===== src/rtl/fu_pkg.sv =====
// Shared constants and types for the function-unit sequencer.
package fu_pkg;

    localparam int unsigned FU_DATA_W = 16;
    localparam int unsigned FU_REG_N  = 8;
    localparam int unsigned FS_W      = 4;
    localparam int unsigned FLAG_W    = 4;
    localparam int unsigned CNT_W     = 3;

    // Function-select codes understood by the function unit
    localparam logic [FS_W-1:0] FS_MOVA  = 4'b0000;
    localparam logic [FS_W-1:0] FS_INC   = 4'b0001;
    localparam logic [FS_W-1:0] FS_ADD   = 4'b0010;
    localparam logic [FS_W-1:0] FS_ADDI  = 4'b0011;
    localparam logic [FS_W-1:0] FS_ADDNB = 4'b0100;
    localparam logic [FS_W-1:0] FS_SUB   = 4'b0101;
    localparam logic [FS_W-1:0] FS_DEC   = 4'b0110;
    localparam logic [FS_W-1:0] FS_MOVA2 = 4'b0111;
    localparam logic [FS_W-1:0] FS_AND   = 4'b1000;
    localparam logic [FS_W-1:0] FS_OR    = 4'b1001;
    localparam logic [FS_W-1:0] FS_XOR   = 4'b1010;
    localparam logic [FS_W-1:0] FS_NOT   = 4'b1011;
    localparam logic [FS_W-1:0] FS_MOVB  = 4'b1100;
    localparam logic [FS_W-1:0] FS_SHR   = 4'b1101;
    localparam logic [FS_W-1:0] FS_SHL   = 4'b1110;
    localparam logic [FS_W-1:0] FS_HOLD  = 4'b1111;

    // Bit positions inside the {V,C,N,Z} flag register
    localparam int unsigned FLAG_V = 3;
    localparam int unsigned FLAG_C = 2;
    localparam int unsigned FLAG_N = 1;
    localparam int unsigned FLAG_Z = 0;

    typedef enum logic [1:0] {
        IDLE   = 2'd0,
        EXEC   = 2'd1,
        COMMIT = 2'd2
    } state_t;

endpackage


===== src/rtl/regfile8x16.sv =====
// Register file: two operand read ports, one debug read port, one write port.
module regfile8x16
    import fu_pkg::*;
#(
    parameter int unsigned DATA_W = FU_DATA_W,
    parameter int unsigned REG_N  = FU_REG_N,
    parameter int unsigned ADDR_W = $clog2(REG_N)
) (
    input  logic              i_clk,
    input  logic              i_reset,
    input  logic              i_we,
    input  logic [ADDR_W-1:0] i_waddr,
    input  logic [DATA_W-1:0] i_wdata,
    input  logic [ADDR_W-1:0] i_raddr_a,
    output logic [DATA_W-1:0] o_rdata_a,
    input  logic [ADDR_W-1:0] i_raddr_b,
    output logic [DATA_W-1:0] o_rdata_b,
    input  logic [ADDR_W-1:0] i_raddr_dbg,
    output logic [DATA_W-1:0] o_rdata_dbg
);

    logic [DATA_W-1:0] r_mem [REG_N];

    // Synchronous clear on reset, otherwise single-port write
    always_ff @(posedge i_clk) begin
        if (i_reset) begin
            for (int i = 0; i < int'(REG_N); i++) begin
                r_mem[i] <= '0;
            end
        end else if (i_we) begin
            r_mem[i_waddr] <= i_wdata;
        end
    end

    assign o_rdata_a   = r_mem[i_raddr_a];
    assign o_rdata_b   = r_mem[i_raddr_b];
    assign o_rdata_dbg = r_mem[i_raddr_dbg];

endmodule


===== src/rtl/fu_sequencer.sv =====
// Issue/writeback controller driving FS/A/B into a registered function unit.
module fu_sequencer
    import fu_pkg::*;
#(
    parameter int unsigned DATA_W     = FU_DATA_W,
    parameter int unsigned REG_N      = FU_REG_N,
    parameter int unsigned FU_LATENCY = 1
) (
    input  logic                      CLK,
    input  logic                      RESET,
    input  logic                      IN_VALID,
    output logic                      IN_READY,
    input  logic [FS_W-1:0]           IN_OP,
    input  logic [$clog2(REG_N)-1:0]  IN_DA,
    input  logic [$clog2(REG_N)-1:0]  IN_SA,
    input  logic [$clog2(REG_N)-1:0]  IN_SB,
    input  logic                      IN_IMM_EN,
    input  logic [DATA_W-1:0]         IN_IMM,
    output logic [FS_W-1:0]           FS,
    output logic [DATA_W-1:0]         A,
    output logic [DATA_W-1:0]         B,
    input  logic [DATA_W-1:0]         D,
    input  logic                      V,
    input  logic                      C,
    input  logic                      N,
    input  logic                      Z,
    output logic                      DONE,
    output logic [DATA_W-1:0]         RESULT,
    output logic [FLAG_W-1:0]         FLAGS,
    input  logic [$clog2(REG_N)-1:0]  RD_ADDR,
    output logic [DATA_W-1:0]         RD_DATA
);

    localparam int unsigned ADDR_W = $clog2(REG_N);

    state_t              r_state;
    state_t              w_state_nxt;
    logic                w_accept;
    logic                w_sample;
    logic [CNT_W-1:0]    r_cnt;
    logic [FS_W-1:0]     r_fs;
    logic [DATA_W-1:0]   r_a;
    logic [DATA_W-1:0]   r_b;
    logic [ADDR_W-1:0]   r_da;
    logic                r_done;
    logic [DATA_W-1:0]   r_result;
    logic [FLAG_W-1:0]   r_flags;
    logic [FLAG_W-1:0]   w_flags_nxt;
    logic [DATA_W-1:0]   w_rdata_a;
    logic [DATA_W-1:0]   w_rdata_b;
    logic                w_we;
    logic                w_unused;

    // N and Z are recomputed locally from D
    assign w_unused = ^{N, Z};

    regfile8x16 #(
        .DATA_W (DATA_W),
        .REG_N  (REG_N),
        .ADDR_W (ADDR_W)
    ) u_regfile (
        .i_clk       (CLK),
        .i_reset     (RESET),
        .i_we        (w_we),
        .i_waddr     (r_da),
        .i_wdata     (D),
        .i_raddr_a   (IN_SA),
        .o_rdata_a   (w_rdata_a),
        .i_raddr_b   (IN_SB),
        .o_rdata_b   (w_rdata_b),
        .i_raddr_dbg (RD_ADDR),
        .o_rdata_dbg (RD_DATA)
    );

    // State register
    always_ff @(posedge CLK) begin
        if (RESET) begin
            r_state <= IDLE;
        end else begin
            r_state <= w_state_nxt;
        end
    end

    // Next-state decode plus accept/sample strobes
    always_comb begin
        w_state_nxt = r_state;
        w_accept    = 1'b0;
        w_sample    = 1'b0;
        case (r_state)
            IDLE: begin
                if (IN_VALID) begin
                    w_accept    = 1'b1;
                    w_state_nxt = EXEC;
                end
            end
            EXEC: begin
                if (r_cnt == CNT_W'(FU_LATENCY)) begin
                    w_sample    = 1'b1;
                    w_state_nxt = COMMIT;
                end
            end
            COMMIT: begin
                w_state_nxt = IDLE;
            end
            default: begin
                w_state_nxt = IDLE;
            end
        endcase
    end

    // Writeback is suppressed for the hold/NOP opcode latched at accept
    assign w_we = w_sample && (r_fs != FS_HOLD);

    // Flag update: N/Z from D, V/C only from arithmetic ops
    always_comb begin
        w_flags_nxt         = r_flags;
        w_flags_nxt[FLAG_N] = D[DATA_W-1];
        w_flags_nxt[FLAG_Z] = (D == '0);
        if (!r_fs[FS_W-1]) begin
            w_flags_nxt[FLAG_V] = V;
            w_flags_nxt[FLAG_C] = C;
        end
    end

    // Operand issue, latency counter, result/flag capture and DONE pulse
    always_ff @(posedge CLK) begin
        if (RESET) begin
            r_cnt    <= '0;
            r_fs     <= FS_MOVA;
            r_a      <= '0;
            r_b      <= '0;
            r_da     <= '0;
            r_done   <= 1'b0;
            r_result <= '0;
            r_flags  <= '0;
        end else begin
            r_done <= w_sample;
            if (w_accept) begin
                r_fs  <= IN_OP;
                r_a   <= w_rdata_a;
                r_b   <= IN_IMM_EN ? IN_IMM : w_rdata_b;
                r_da  <= IN_DA;
                r_cnt <= '0;
            end else if (r_state == EXEC) begin
                r_cnt <= r_cnt + CNT_W'(1);
            end
            if (w_sample) begin
                r_result <= D;
                r_flags  <= w_flags_nxt;
            end
        end
    end

    assign IN_READY = (r_state == IDLE);
    assign FS       = r_fs;
    assign A        = r_a;
    assign B        = r_b;
    assign DONE     = r_done;
    assign RESULT   = r_result;
    assign FLAGS    = r_flags;

endmodule


===== config.mk =====
export PLATFORM = sky130hd
export DESIGN_NAME = fu_sequencer
export DESIGN_NICKNAME = d
export VERILOG_FILES = /design/src/rtl/fu_pkg.sv /design/src/rtl/regfile8x16.sv /design/src/rtl/fu_sequencer.sv
export SDC_FILE = /design/constraint.sdc
export NUM_CORES = 1
export LEC_CHECK = 0
export CORE_MARGIN = 4
export CORE_UTILIZATION = 56
export DETAILED_ROUTE_END_ITERATION = 8
export PLACE_DENSITY = 0.87
export SYNTH_ARGS = -nofsm -noshare
export SYNTH_HDL_FRONTEND = slang
export SYNTH_SLANG_ARGS = --single-unit
export TNS_END_PERCENT = 20

===== constraint.sdc =====
create_clock -name CLK -period 3.2 [get_ports CLK]
set_input_delay 0.8 -clock CLK [delete_from_list [all_inputs] [get_ports CLK]]
set_output_delay 0.8 -clock CLK [all_outputs]
set_load 0.1 [all_outputs]

==> flow_metrics.py, run 1 <==
metrics = {
    "sta": {
        "max_freq_ghz": 0.324,
        "relSlewSlack_pct": 58.3,
        "slew_viol_final": 0,
        "fin_crit_sh_pct": 96.5,
        "skew_ns": 0.0117,
        "hold_viol": 0,
        "tightestPinTransition_ns": 0.625,
        "setup_ws_ns": 0.113,
        "rsz0062_at_grt": "no",
        "post-route-min-period_ns": 3.09,
        "setup_viol_count_final": 0,
    },
    "critical_path": {
        "r2r_start": "r_cnt[0]",
        "reg2reg_slack_ns": 0.84,
        "rr_endpoint": "u_regfile.r_mem[0][13]",
        "critPathRequiredTime_ns": 2.40,
        "cp-start-kind": "primary input",
        "path_class": "in2out",
        "setup.worst_path.end_class": "output port",
        "crit_fanout": 16,
        "reg2regPathDepth": 5,
        "cp.arrival_ns": 2.29,
    },
    "global_routing": {
        "overflow": 0,
        "grt_pass1_wl_microns": 43400,
        "grt_max_degree": 41,
        "antenna_found_initial": 0,
        "grt_util_all_layers_pct": 29.4,
        "grt_pass1_vias": 7212,
    },
    "placement": {
        "placed_area_sq_mm": 0.0115,
        "gp_congestion": 0.855,
        "dp_hpwl_microns": 17700,
        "pre_cts_ws_ns": -0.0240,
        "port_buffers": 127,
    },
    "synth": {
        "synth_cell_type_count": 39,
        "synthCells": 762,
        "avgSynthCellArea_sq_um": 13.0,
        "netlist_area_sq_mm": 0.00991,
        "syn-num-nets": 820,
        "synth_warnings": 0,
        "ys_seq_area_share_pct": 51.7,
        "ys_ff_latch": 192,
    },
    "min_path": {
        "holdPathEnd": "RESULT[14]",
        "min_path_cells": 2,
        "hold_path.class": "reg2reg",
        "hold_start": "RESULT[14]",
    },
    "routing": {
        "post_drt_via_cell_ratio": 6.65,
        "drt_iter0_markers": 1157,
        "vias": 7429,
        "totalWireLength_microns": 28900,
        "wl_per_cell_microns": 25.8,
        "dr.pass1.iters": 5,
        "detail-route-antenna-nets": 0,
        "drc": 0,
    },
    "final_layout": {
        "n_antenna_cell": 0,
        "synthToLayoutAreaGrowth_pct": 22.1,
        "nets": 937,
        "drive_above_1_share_pct": 29.3,
        "n_fill_cell": 1170,
        "finish.instance_area_sq_mm": 0.0121,
    },
    "floorplan": {
        "die_w_microns": 141,
        "start_util_pct": 57.3,
        "die_area_sq_mm": 0.0199,
        "rows": 48,
        "io_pins": 130,
        "core_area_sq_mm": 0.0173,
        "die_h_microns": 141,
    },
    "clocking": {
        "htreeDepth": 4,
        "clock-sinks": 192,
        "cts_tree": "done",
        "clockBufferDepth": 2,
        "clk_pin_slew_ns": 0.07,
        "clockRootBuffer": "clkbuf_16",
        "numCtsBuffers": 17,
        "clk_latency_ns": 0.44,
        "postCtsSetupBuffers": 0,
    },
    "pwr": {
        "power_density_mw_per_mm2": 508,
        "vdd_drop_max_v": 0.000426,
        "total_power_mw": 6.14,
        "p_leak_nw": 4.51,
    },
    "job": {
        "drv_cap": 0,
    },
    "status": {
        "status": "completed",
    },
}
report_power, final:
| part | internal (mW) | leakage (nW) | switching [mW] |
|---|---|---|---|
| logic | 0.457 | 2.40 | 0.868 |
| registers | 2.75 | 1.85 | 0.0851 |
| clock network | 1.04 | 0.260 | 0.948 |
flip-flops by register name, indices dropped and copies added (netlist names), 2 cells and up:
register and count:
RESULT 16, r_state 2, B 16, FLAGS 3
u_regfile.r_mem 128, FS 4, r_da 3, A 16
r_cnt 3
synth_stat cells, drive strengths merged:
cell type	count	area, sq um
or4b	1	13.8
nor3b	1	12.5
inv	2	7.51
a21o	8	60.1
nand3b	1	7.51
nand4bb	1	11.3
mux4	88	1980
mux2i	24	240
xor2	1	8.76
o221ai	8	70.1
nand4	2	12.5
nor4	4	25.0
nor2b	1	6.26
mux2	16	180
o22ai	16	100
nand2b	4	25.0
and2	128	801
or3b	1	8.76
ha	2	25.0
nor3	21	121
a21oi	41	205
xnor2	1	8.76
buf	19	93.8
or2	9	56.3
o21a	1	7.51
clkbuf	41	154
dfxtp	64	1280
edfxtp	128	3840
nand4b	1	8.76
nor2	30	120
nand2	68	255
and4bb	1	12.5
a2111oi	1	8.76
o21ai	27	135
cell usage in the layout, fill, tap and decap left out, types with 2 or more instances in the layout:
| cell | netlist | routed |
|---|---|---|
| mux4_2 | 88 | 88 |
| clkinvlp_4 | 0 | 3 |
| and2_1 | 128 | 128 |
| nor2_2 | 3 | 3 |
| mux2_2 | 16 | 16 |
| clkdlybuf4s50_1 | 0 | 48 |
| clkbuf_16 | 0 | 17 |
| nor3_1 | 19 | 19 |
| buf_2 | 15 | 4 |
| inv_1 | 2 | 2 |
| o22ai_1 | 16 | 16 |
| dfxtp_1 | 64 | 64 |
| ha_1 | 2 | 2 |
| clkinv_4 | 0 | 3 |
| or2_2 | 9 | 9 |
| nor2_1 | 27 | 27 |
| clkbuf_8 | 0 | 2 |
| o221ai_1 | 8 | 8 |
| edfxtp_1 | 128 | 128 |
| o21ai_0 | 27 | 27 |
| nand4_1 | 2 | 2 |
| clkinv_2 | 0 | 3 |
| nand2b_1 | 4 | 4 |
| buf_4 | 1 | 81 |
| mux2i_1 | 24 | 24 |
| buf_12 | 0 | 23 |
| inv_6 | 0 | 2 |
| a21o_1 | 8 | 8 |
| nand2_1 | 68 | 68 |
| a21oi_1 | 41 | 41 |
| nor4_1 | 4 | 4 |
how the worst max path moves through the flow:
stage | from | end | slack, ns | cells after the start
floorplan | RD_ADDR[0] | RD_DATA[0] | 0.07 | 4
global placement | RD_ADDR[1] | RD_DATA[15] | 0.02 | 5
detailed placement | RD_ADDR[1] | RD_DATA[9] | -0.02 | 5
CTS | RD_ADDR[1] | RD_DATA[15] | 0.16 | 5
global route | RD_ADDR[1] | RD_DATA[4] | 0.11 | 5
finish | RD_ADDR[1] | RD_DATA[4] | 0.11 | 5
cell type report:
cell class                      count  area [sq um]  share of cell area (%)
Sequential cell                   192          5120                    42.4
Tap cell                          225           282                    2.33
Multi-Input combinational cell    508          4540                    37.5
Clock inverter                     12          85.1                   0.703
Clock buffer                       20           457                    3.78
Timing Repair Buffer              158          1610                    13.3
Inverter                            2          7.51                  0.0621
through the flow:
step,TNS [ns],util [%],std cells,hold WS [ns]
after CTS,0,69.9,1117,0.459
after floorplan,0,-,762,0.449
after global routing,0,69.9,1117,0.476
after detailed placement,-0.138,66.7,1084,0.444
after global placement,0,66.7,1084,0.435
final,0,69.9,1117,0.457
layer usage:
layer / vias to the layer above / GRT usage [%] / share of wire (%)
met4: 0 / 9.59 / 2.5
met2: 602 / 48.1 / 49
met3: 70 / 6.68 / 12
met1: 3652 / 39.4 / 36
li1: 3105 / - / -
met5: - / 0 / 0
cells by family (layout without fill, tap and decap cells):
group | after synthesis | in the layout | share of synthesized area [%]
buffers and inverters | 62 | 192 | 2.58
adders and majority gates | 2 | 2 | 0.252
AOI/OAI and AO/OA | 102 | 102 | 5.92
xor gates and xnor gates | 2 | 2 | 0.177
muxes | 128 | 128 | 24.2
and+or+nand+nor | 274 | 274 | 15.1
DFF | 192 | 192 | 51.7
timing repair:
action	CTS	global route
setup endpoints to repair	11	0
gates resized for setup	2	0
hold buffers	0	0
critical path: stages:
cell and delay [ns]:
dlygate4sd2_1 0.38, buf_12 0.23, mux4_2 0.36, mux2_2 0.32
buf_12 0.17
Note: power is estimated with default switching activity, not from simulation.
==> inputs of run 2 (changes only) <==
--- a/config.mk
+++ b/config.mk
@@ -7,7 +7,7 @@
 export LEC_CHECK = 0
 export CORE_MARGIN = 4
-export CORE_UTILIZATION = 56
+export CORE_UTILIZATION = 55
 export DETAILED_ROUTE_END_ITERATION = 8
-export PLACE_DENSITY = 0.87
+export PLACE_DENSITY = 0.86
 export SYNTH_ARGS = -nofsm -noshare
 export SYNTH_HDL_FRONTEND = slang
==> constraint.sdc (replaced) <==
create_clock -name CLK -period 3.2 [get_ports CLK]
set_input_delay 0.32 -clock CLK [delete_from_list [all_inputs] [get_ports CLK]]
set_output_delay 0.32 -clock CLK [all_outputs]
set_load 0.1 [all_outputs]
==> run 2 against run 1 <==
- critical path depth did not move
- clock skew decreased by 0.0033 ns
- cell count down 0.63%
- global-route usage is 1.8 points lower
- combinational power about the same
- sequential share of layout area barely moved
- count of clock-buffer cells in the layout rose by 1
- routed wire length decreased by 5.1%
- utilization decreased by 0.75 points
- cell area hardly changed
- first-iteration DRC count down 24%
- worst setup slack better by 0.62 ns
- largest cell class unchanged
- highest routed layer unchanged
==> flow_metrics.py, run 2 (synthesis results as in run 1) <==
metrics = {
    "global_routing": {
        "grt_max_degree": 51,
        "grt_pass1_wl_microns": 41100,
        "antenna_found_initial": 0,
        "grt_util_all_layers_pct": 27.6,
        "overflow": 0,
        "grt_pass1_vias": 7121,
    },
    "floorplan": {
        "core_area_sq_mm": 0.0175,
        "rows": 48,
        "start_util_pct": 56.7,
        "io_pins": 130,
        "die_w_microns": 142,
        "die_area_sq_mm": 0.0202,
        "die_h_microns": 142,
    },
    "pwr": {
        "power_density_mw_per_mm2": 506,
        "vdd_drop_max_v": 0.000433,
        "p_leak_nw": 4.33,
    },
    "clocking": {
        "htreeDepth": 4,
        "clock-sinks": 192,
        "numCtsBuffers": 17,
        "clk_latency_ns": 0.44,
        "cts_hold_buf": 0,
        "post_cts_resized": 0,
        "clockRootBuffer": "clkbuf_16",
        "clk_pin_slew_ns": 0.07,
        "cts_tree": "done",
        "clockBufferDepth": 2,
        "postCtsSetupBuffers": 0,
    },
    "critical_path": {
        "critPathRequiredTime_ns": 2.88,
        "slowest_delay_ns": 0.55,
        "path_delay_family": "buffers and inverters",
        "path_class": "in2out",
        "slowest_stage": "mux4_2",
        "worst-path-buf-inv": 3,
        "crit_fanout": 14,
        "cp.arrival_ns": 2.15,
        "crit_chain": "buf_2 -> buf_4 -> mux4_2 -> mux2_2 -> buf_12",
        "cp-start-kind": "primary input",
        "setup.worst_path.end_class": "output port",
    },
    "routing": {
        "totalWireLength_microns": 27400,
        "dr.pass1.iters": 5,
        "vias": 7059,
        "drt_iter0_markers": 874,
        "detail-route-antenna-nets": 0,
        "wl_per_cell_microns": 24.7,
        "post_drt_via_cell_ratio": 6.36,
        "drc": 0,
    },
    "sta": {
        "post-route-min-period_ns": 2.47,
        "tightestPinTransition_ns": 1.03,
        "fin_crit_sh_pct": 77.2,
        "rsz0062_at_grt": "no",
        "max_freq_ghz": 0.405,
        "setup_viol_count_final": 0,
        "fin_setup_tns_ns": 0,
        "hold_viol": 0,
        "relSlewSlack_pct": 30.9,
        "slew_viol_final": 0,
        "skew_ns": 0.00831,
    },
    "final_layout": {
        "synthToLayoutAreaGrowth_pct": 22.0,
        "mostFrequentLayoutCells": "and2_1, edfxtp_1, clkdlybuf4s50_1, mux4_2, nand2_1",
        "drive_above_1_share_pct": 21.7,
        "n_antenna_cell": 0,
        "largest_register_ffs": 128,
        "regMostFlops": "u_regfile.r_mem",
        "utilization_pct": 69.2,
        "nets": 930,
        "n_fill_cell": 1222,
    },
    "placement": {
        "gp_congestion": 0.813,
        "port_buffers": 127,
        "dp_hpwl_microns": 17700,
    },
    "job": {
        "drv_cap": 0,
    },
    "status": {
        "status": "completed",
    },
    "min_path": {
        "hold_path.class": "in2reg",
    },
}
-- run 2: cell count changes in the layout (fill, tap and decap cells not counted), moves of 2 or more --
cell             before  now
buf_12               23   17
buf_4                81   24
clkbuf_1              1    3
clkdlybuf4s50_1      48  106
clkinv_1              1    4
clkinv_2              3    1
clkinv_4              3    1
-- run 2: final cells by class --
class	count	area (sq um)	share of cell area, %
clock buffers	21	450	3.73
flip-flops and latches	192	5120	42.4
multi-input cells	508	4540	37.5
inverters	2	7.51	0.0621
well taps	225	282	2.33
clock inverters	11	90.1	0.745
repair buffers	151	1600	13.2
-- run 2: worst reg2reg max path, stage by stage (launching register included) --
cell	delay (ns)
dfxtp_1	0.39
ha_1	0.22
nand4bb_1	0.15
or4b_4	0.57
nor2_2	0.14
or2_2	0.50
-- run 2: worst paths after layout --
kind / slack [ns] / startpoint / cells past startpoint / end
setup reg to reg: 0.86 / r_cnt[0] / 5 / u_regfile.r_mem[1][11]
hold reg to reg: 0.45 / B[10] / 2 / B[10]
setup / recovery: 0.73 / RD_ADDR[0] / 5 / RD_DATA[8]
hold / removal: 0.28 / RESET / 2 / DONE
-- run 2: per-layer routing --
metal,GRT usage (%),part of all wire [%],up-vias
met4,7.88,1.8,0
met2,44.1,48,465
met1,36.9,38,3462
li1,-,-,3090
met3,8.60,12,42
met5,0,0,-
-- run 2: per-stage QoR --
stage          total power [mW]  instances  hold WS (ns)  cell area, sq um  worst slack, ns
6_report                   6.12       1110         0.279             12100            0.728
4_1_cts                    6.13       1110         0.257             12100            0.712
2_1_floorplan              3.74        762         0.449              9910            0.941
5_1_grt                    6.30       1110         0.296             12100            0.639
3_3_place_gp               4.15       1078         0.433             11600            0.721
3_5_place_dp               4.18       1078         0.443             11600            0.706
-- run 2: power breakdown --
group          switching, mW  leakage, nW  internal [mW]  total [mW]
Sequential            0.0798         1.85           2.75        2.83
Clock                  0.901        0.254           1.08        1.98
Combinational          0.853         2.23          0.453        1.31
==> inputs of run 3 (changes only) <==
- clock period: 3.2 -> 2.6 ns (I/O delays scaled with it)
==> run 3 against run 2 <==
- largest power group unchanged
- largest cell class unchanged
- critical path depth unchanged
- worst setup slack worse by 0.50 ns
- critical endpoint is now u_regfile.r_mem[2][6]
- sequential share of layout area up 0.19 points
==> flow_metrics.py, run 3 (synthesis results as in run 1) <==
metrics = {
    "floorplan": {
        "start_util_pct": 56.7,
        "io_pins": 130,
        "die_h_microns": 142,
        "die_area_sq_mm": 0.0202,
        "core_area_sq_mm": 0.0175,
        "die_w_microns": 142,
        "rows": 48,
    },
    "job": {
        "drv_cap": 0,
    },
    "clocking": {
        "clockRootBuffer": "clkbuf_16",
        "clk_pin_slew_ns": 0.07,
        "clockBufferDepth": 2,
        "clk_latency_ns": 0.43,
        "post_cts_resized": 0,
        "cts_tree": "done",
        "postCtsSetupBuffers": 0,
        "htreeDepth": 4,
        "numCtsBuffers": 17,
        "clock-sinks": 192,
        "cts_hold_buf": 0,
    },
    "routing": {
        "dr.pass1.iters": 5,
        "vias": 7092,
        "post_drt_via_cell_ratio": 6.37,
        "detail-route-antenna-nets": 0,
        "totalWireLength_microns": 27500,
        "wl_per_cell_microns": 24.7,
        "drt_iter0_markers": 835,
        "drc": 0,
    },
    "min_path": {
        "hold_path.class": "in2reg",
        "hold_start": "RESET",
    },
    "sta": {
        "setup_ws_ns": 0.228,
        "setup_viol_count_final": 0,
        "post-route-min-period_ns": 2.37,
        "max_freq_ghz": 0.422,
        "tightestPinTransition_ns": 0.614,
        "fin_setup_tns_ns": 0,
        "relSlewSlack_pct": 58.7,
        "skew_ns": 0.0102,
        "holdWs_ns": 0.312,
        "fin_crit_sh_pct": 91.2,
        "rsz0062_at_grt": "no",
        "slew_viol_final": 0,
        "hold_viol": 0,
    },
    "global_routing": {
        "grt_pass1_vias": 7154,
        "grt_max_degree": 44,
        "antenna_found_initial": 0,
        "grt_util_all_layers_pct": 27.8,
        "grt_pass1_wl_microns": 41600,
        "overflow": 0,
    },
    "critical_path": {
        "cp-start-kind": "register",
        "crit_chain": "ha_1 -> nand4bb_1 -> or4b_4 -> nor2_2 -> or2_2",
        "slowest_delay_ns": 0.60,
        "setup.worst_path.end_class": "register",
        "critPathRequiredTime_ns": 2.67,
        "critPathLaunch": "r_cnt[0]",
        "r2r_start": "r_cnt[0]",
        "slowest_stage": "or4b_4",
        "cp.arrival_ns": 2.44,
        "path_class": "reg2reg",
        "crit_fanout": 16,
    },
    "placement": {
        "port_buffers": 127,
        "gp_congestion": 0.859,
        "dp_hpwl_microns": 17600,
        "pre_cts_ws_ns": 0.309,
    },
    "final_layout": {
        "mostFrequentLayoutCells": "and2_1, edfxtp_1, mux4_2, buf_4, nand2_1",
        "regMostFlops": "u_regfile.r_mem",
        "largest_register_ffs": 128,
        "n_fill_cell": 1176,
        "drive_above_1_share_pct": 28.5,
        "synthToLayoutAreaGrowth_pct": 21.5,
        "utilization_pct": 68.9,
        "nets": 934,
        "n_antenna_cell": 0,
    },
    "pwr": {
        "power_density_mw_per_mm2": 621,
        "vdd_drop_max_v": 0.000509,
        "p_leak_nw": 4.49,
        "total_power_mw": 7.48,
    },
    "status": {
        "status": "completed",
    },
}
==> run 3: changes by cell type in the layout (fill, tap and decap cells not counted), sizes merged <==
cell           previous run  this run
clkinv                    6         5
buf                      45       106
clkbuf                   21        25
bufinv                    1         0
clkinvlp                  3         0
clkdlybuf4s50           106        49
inv                       3         4
==> run 3: where the power goes <==
| group | total, mW | leakage (nW) | internal [mW] | switching (mW) |
|---|---|---|---|---|
| sequential | 3.48 | 1.85 | 3.38 | 0.0989 |
| combinational | 1.61 | 2.38 | 0.557 | 1.06 |
| clock | 2.38 | 0.266 | 1.30 | 1.08 |
==> run 3: cell type report <==
class	count	area [sq um]	share of cell area, %
multi-input combinational	508	4540	37.7
inverter	2	7.51	0.0624
timing repair buffer	155	1560	13.0
tap	225	282	2.34
sequential	192	5120	42.6
clock inverter	7	38.8	0.322
clock buffer	25	487	4.04
==> run 3: routing by layer <==
| metal | global-route usage [%] | share of wire (%) |
|---|---|---|
| met1 | 36.9 | 37 |
| met2 | 44.1 | 48 |
| met3 | 9.01 | 13 |
| met4 | 8.69 | 2.6 |
| met5 | 0 | 0 |
==> run 3: critical path, delay by kind of cell, from the launching register on <==
kind	cells	cell delay, ns
AND/OR/NAND/NOR	4	1.41
flip-flops	1	0.38
adder cells (fa/ha/maj)	1	0.21
==> run 3: path summary, 6_finish.rpt <==
kind | endpoint | slack [ns] | depth (start not counted)
max | u_regfile.r_mem[2][6] | 0.23 | 5
min | r_state[1] | 0.31 | 2
max reg2reg | u_regfile.r_mem[2][6] | 0.23 | 5
min reg2reg | B[4] | 0.46 | 2
==> run 3: per-stage QoR <==
step                area (sq um)  std cells
global route               12000       1114
detailed placement         11500       1082
global placement           11500       1082
finish                     12000       1114
floorplan                   9910        762
CTS                        12000       1114
